<file path="config.mk">
export PLATFORM = sky130hd
export DESIGN_NAME = seq_mul_add6
export DESIGN_NICKNAME = d
export VERILOG_FILES = /design/src/rtl/seq_mul_add6.sv
export SDC_FILE = /design/constraint.sdc
export NUM_CORES = 1
export LEC_CHECK = 0
export ABC_AREA = 1
export BUFFER_PORTS_ARGS = -buffer_cell sky130_fd_sc_hd__buf_2
export CAP_MARGIN = 30
export CELL_PAD_IN_SITES_DETAIL_PLACEMENT = 0
export CELL_PAD_IN_SITES_GLOBAL_PLACEMENT = 1
export CORE_MARGIN = 2
export CORE_UTILIZATION = 44
export CTS_CLUSTER_DIAMETER = 100
export DETAILED_ROUTE_END_ITERATION = 8
export PLACE_DENSITY_LB_ADDON = 0.2
export SETUP_SLACK_MARGIN = 0.05
export SYNTH_ARGS = -nofsm -noshare
export SYNTH_HDL_FRONTEND = slang
export SYNTH_SLANG_ARGS = --single-unit
</file>
<file path="constraint.sdc">
create_clock -name clk -period 3.6 [get_ports clk]
set_input_delay 0.36 -clock clk [delete_from_list [all_inputs] [get_ports clk]]
set_output_delay 0.36 -clock clk [all_outputs]
set_load 0.1 [all_outputs]
</file>
<file path="src/rtl/seq_mul_add6.sv">
// Sequential shift-add multiply-accumulate: P = Q*B + R, one multiplier bit per clock.
// Rebuilds a dividend from quotient/divisor/remainder and flags range and remainder validity.
module seq_mul_add6 #(
   parameter int W = 6
) (
   input  logic           clk,
   input  logic           rst,
   input  logic           start,
   input  logic [W-1:0]   Q,
   input  logic [W-1:0]   B,
   input  logic [W-1:0]   R,
   output logic           busy,
   output logic           done,
   output logic [2*W-1:0] P,
   output logic           ovf,
   output logic           rem_ok
);

   // state | meaning
   // IDLE  | waiting for start, result held
   // RUN   | one shift-add step per clock, cnt = bit being processed
   // DONE  | result just registered, done pulse; may accept a new start

   localparam int CW = (W > 1) ? $clog2(W) : 1;
   localparam logic [CW-1:0] CNT_LAST = CW'(W - 1);

   typedef enum logic [1:0] {
      IDLE = 2'd0,
      RUN  = 2'd1,
      DONE = 2'd2
   } state_t;

   state_t          state_q, state_d;
   logic [W-1:0]    q_lat_q, q_lat_d;
   logic [W-1:0]    b_lat_q, b_lat_d;
   logic [W-1:0]    r_lat_q, r_lat_d;
   logic [2*W-1:0]  acc_q, acc_d;
   logic [CW-1:0]   cnt_q, cnt_d;
   logic [2*W-1:0]  p_q, p_d;
   logic            ovf_q, ovf_d;
   logic            rem_ok_q, rem_ok_d;

   logic [2*W-1:0]  addend;
   logic [2*W-1:0]  acc_step;

   always_comb begin
      state_d  = state_q;
      q_lat_d  = q_lat_q;
      b_lat_d  = b_lat_q;
      r_lat_d  = r_lat_q;
      acc_d    = acc_q;
      cnt_d    = cnt_q;
      p_d      = p_q;
      ovf_d    = ovf_q;
      rem_ok_d = rem_ok_q;

      addend   = {{W{1'b0}}, b_lat_q} << cnt_q;
      acc_step = acc_q + (q_lat_q[cnt_q] ? addend : '0);

      case (state_q)
         IDLE, DONE: begin
            if (start) begin
               state_d = RUN;
               q_lat_d = Q;
               b_lat_d = B;
               r_lat_d = R;
               acc_d   = {{W{1'b0}}, R};
               cnt_d   = '0;
            end else begin
               state_d = IDLE;
            end
         end
         RUN: begin
            acc_d = acc_step;
            cnt_d = cnt_q + 1'b1;
            // Final step: the result is taken straight from this step's sum.
            if (cnt_q == CNT_LAST) begin
               state_d  = DONE;
               p_d      = acc_step;
               ovf_d    = |acc_step[2*W-1:W];
               rem_ok_d = (r_lat_q < b_lat_q);
            end
         end
         default: begin
            state_d = IDLE;
         end
      endcase
   end

   always_ff @(posedge clk) begin
      if (rst) begin
         state_q  <= IDLE;
         q_lat_q  <= '0;
         b_lat_q  <= '0;
         r_lat_q  <= '0;
         acc_q    <= '0;
         cnt_q    <= '0;
         p_q      <= '0;
         ovf_q    <= 1'b0;
         rem_ok_q <= 1'b0;
      end else begin
         state_q  <= state_d;
         q_lat_q  <= q_lat_d;
         b_lat_q  <= b_lat_d;
         r_lat_q  <= r_lat_d;
         acc_q    <= acc_d;
         cnt_q    <= cnt_d;
         p_q      <= p_d;
         ovf_q    <= ovf_d;
         rem_ok_q <= rem_ok_d;
      end
   end

   assign busy   = (state_q == RUN);
   assign done   = (state_q == DONE);
   assign P      = p_q;
   assign ovf    = ovf_q;
   assign rem_ok = rem_ok_q;

endmodule

</file>
==> results.json <==
{
  "dpl.cell_count": 530,
  "cpMaxStageDelayCell": "dfxtp_1",
  "cts_tree": "yes",
  "yosysWarnings": 0,
  "endpoint_kind": "flop",
  "cts.sink_count": 49,
  "drive_gt1_share_pct": 12.6,
  "clock_path_buffers": 2,
  "period_needed_ns": 3.06,
  "p_clk_share_pct": 31.6,
  "r2r-end": "ovf",
  "start_kind": "flop",
  "clkLatencyLatePin_ns": 0.31,
  "r2r_start": "cnt_q[0]",
  "nets": 500,
  "setup_viol": 0,
  "synth_flop_cell": "dfxtp_1",
  "whs_ns": 0.296,
  "power_density_mw_per_mm2": 360,
  "die_w_um": 84.4,
  "hold_path.startpoint": "Q[0]",
  "dieArea_mm2": 0.00712,
  "yosys.cell_count.top_type": "nand2_1",
  "syn_to_final_growth_pct": 10.7,
  "power.internal_uw": 785,
  "avgSynthCellArea_um2": 6.58,
  "synth_common_cells": "129 x nand2_1, 49 x dfxtp_1, 46 x inv_1, 41 x nor2_1, 33 x o21ai_0",
  "hpwl_um": 5580,
  "wire_per_inst_um": 13.7,
  "synth_nets": 472,
  "fillCellCount": 710,
  "initial_core_util_pct": 45.0,
  "worstPathRequired_ns": 3.82,
  "hold_buffers": 0,
  "post-route-period-util_pct": 84.9,
  "swShare_pct": 30.8,
  "max_freq_mhz": 327,
  "num_antenna_cells": 0,
  "setup_tns_ns": 0,
  "antenna_found_initial": 0,
  "io_buffer_count": 36,
  "postCtsSetupRepairBufs": 0,
  "die_h_um": 84.4,
  "synth_top_cells_by_area": "dfxtp_1 35%, nand2_1 17%, ha_1 7.9%",
  "vias": 2743,
  "crit_type": "flop to flop",
  "synth-edff-count": 0,
  "synth_cell_types": 28,
  "grt_max_degree": 27,
  "crit_fanout": 20,
  "cts_resized": 0,
  "async_flop_share_pct": 0,
  "path_cells": "inv_1 > o21ai_0 > a21oi_1 > nor2_2 > inv_2 > o21ai_0 > inv_1 > ha_1 > a21oi_1 > nand2_1 > nand2_1 > nand3_1 > nand2_1 > nand2_1 > nor2_1 > nand3_1 > nand2_1 > inv_1",
  "final_cells": 538,
  "synthesis.area_mm2": 0.00284,
  "drt_pass1_iterations": 5,
  "htree_levels": 2,
  "reg2reg_setup_slack_ns": 0.54,
  "grt_usage_pct": 21.9,
  "min_to": "q_lat_q[0]",
  "first_iter_violations": 115,
  "worst_path_largest_cell_delay_ns": 0.69,
  "crit_arrival_ns": 3.27,
  "rsz0062_at_grt": "no",
  "maxSlewHeadroom_pct": 46.6,
  "clkTransAtPathRegs_ns": 0.09,
  "tightest_slew_ns": 0.800,
  "hold_depth": 3,
  "yosys.area.top_type": "dfxtp_1",
  "fin_worst_skew_ns": 0.00383,
  "hold_class": "input port to flop",
  "p_comb_share_pct": 16.7,
  "rr_worst_depth": 18,
  "final_hold_viol_count": 0,
  "power.share.sequential_pct": 51.7,
  "multi_input_area_mm2": 0.00159,
  "drc": 0,
  "status": "finished, final reports clean",
  "yosys_register_bits": 49,
  "grt_pass1_wl_um": 12500,
  "vdd_ir_drop_max_mv": 0.183,
  "drt_wl_total_um": 7370,
  "ios": 37,
  "ant_nets": 0,
  "drv_cap": 0,
  "viasPerCell": 5.10,
  "netSwitchingPower_uw": 349,
  "root_buffer": "clkbuf_8",
  "gr-total-overflow": 0,
  "syn_inst": 432,
  "seq_area_um2": 981,
  "drv_slew": 0,
  "power_leakage_uw": 0.00159,
  "design_area_mm2": 0.00315,
  "cp_common_cell": "nand2_1",
  "grt_pass1_vias": 2565,
  "synth_top_area_share_pct": 34.5,
  "cts_inserted_buffers": 5,
  "synth_seq_area_share_pct": 34.5,
  "rows": 29,
  "gp_congestion": 0.923,
  "placed_cell_area_mm2": 0.00305,
  "fp.coreArea_mm2": 0.00631
}
==> cells by family (layout without fill, tap and decap cells) <==
| kind of cell | count (synthesis) | count (layout) | share of synthesized area [%] |
|---|---|---|---|
| adder cells (fa/ha/maj) | 19 | 19 | 8.63 |
| buffers and inverters | 68 | 97 | 9.51 |
| AND/OR/NAND/NOR | 217 | 217 | 32.5 |
| AO/OA/AOI/OAI | 76 | 76 | 14.0 |
| flip-flops | 49 | 49 | 34.5 |
| XOR/XNOR | 3 | 3 | 0.925 |
==> state kept, by name, indices dropped and copies added, names as in the netlist <==
register	count
r_lat_q	6
ovf	1
cnt_q	3
rem_ok	1
P	12
acc_q	12
state_q	2
q_lat_q	6
b_lat_q	6
==> per-stage QoR <==
step	power, µW	worst slack, ns	util [%]
after floorplan	736	1.14	-
final	1130	0.543	49.8
after detailed placement	787	0.587	48.3
after global placement	786	0.596	48.3
after global routing	1190	0.105	49.8
after CTS	1140	0.558	49.8
==> cell type report <==
| type | instances | share of cell area (%) |
|---|---|---|
| sequential | 49 | 31.2 |
| tap | 77 | 3.06 |
| inverter | 52 | 6.20 |
| clock inverter | 2 | 0.437 |
| timing repair buffer | 37 | 5.96 |
| multi-input combinational | 315 | 50.5 |
| clock buffer | 6 | 2.62 |
==> critical path: cells and delay by family (launching register included) <==
family                     cells  cell delay, ns
adders and majority gates      1            0.34
AOI/OAI and AO/OA              4            0.71
and+or+nand+nor                9            0.88
DFF                            1            0.69
buffers and inverters          4            0.34
==> metal layers <==
layer | up-vias | routed length (µm) | track usage [%]
met1 | 1234 | 3760 | 31.8
met4 | 0 | 98 | 6.64
met5 | - | 0 | 0
met2 | 57 | 3190 | 34.2
met3 | 8 | 313 | 2.46
li1 | 1444 | - | -
==> worst max path at each step <==
stage / from / to / slack (ns) / cells after the start
2_1_floorplan: cnt_q[1] / ovf / 1.14 / 19
3_3_place_gp: cnt_q[0] / ovf / 0.60 / 17
3_5_place_dp: cnt_q[0] / ovf / 0.59 / 17
4_1_cts: cnt_q[0] / ovf / 0.56 / 17
5_1_grt: cnt_q[0] / ovf / 0.10 / 18
6_report: cnt_q[0] / ovf / 0.54 / 18
==> cells in the final DEF, fill, tap and decap left out, drive strengths merged, types with 4 or more instances in the layout <==
master	synthesis	final
buf	10	37
ha	18	18
a31oi	7	7
nor3	4	4
inv	52	52
nand2	129	129
nor2	45	45
dfxtp	49	49
clkbuf	6	6
nand3	31	31
nand4	5	5
a21oi	31	31
o21ai	35	35
==> power groups by stage <==
stage,clock network (µW),logic [µW],registers [µW]
2_1_floorplan,0,148,589
3_3_place_gp,0,187,598
3_5_place_dp,0,188,599
4_1_cts,363,189,586
5_1_grt,387,216,590
6_report,358,190,586
No activity file was read; power rests on OpenSTA's default activity.
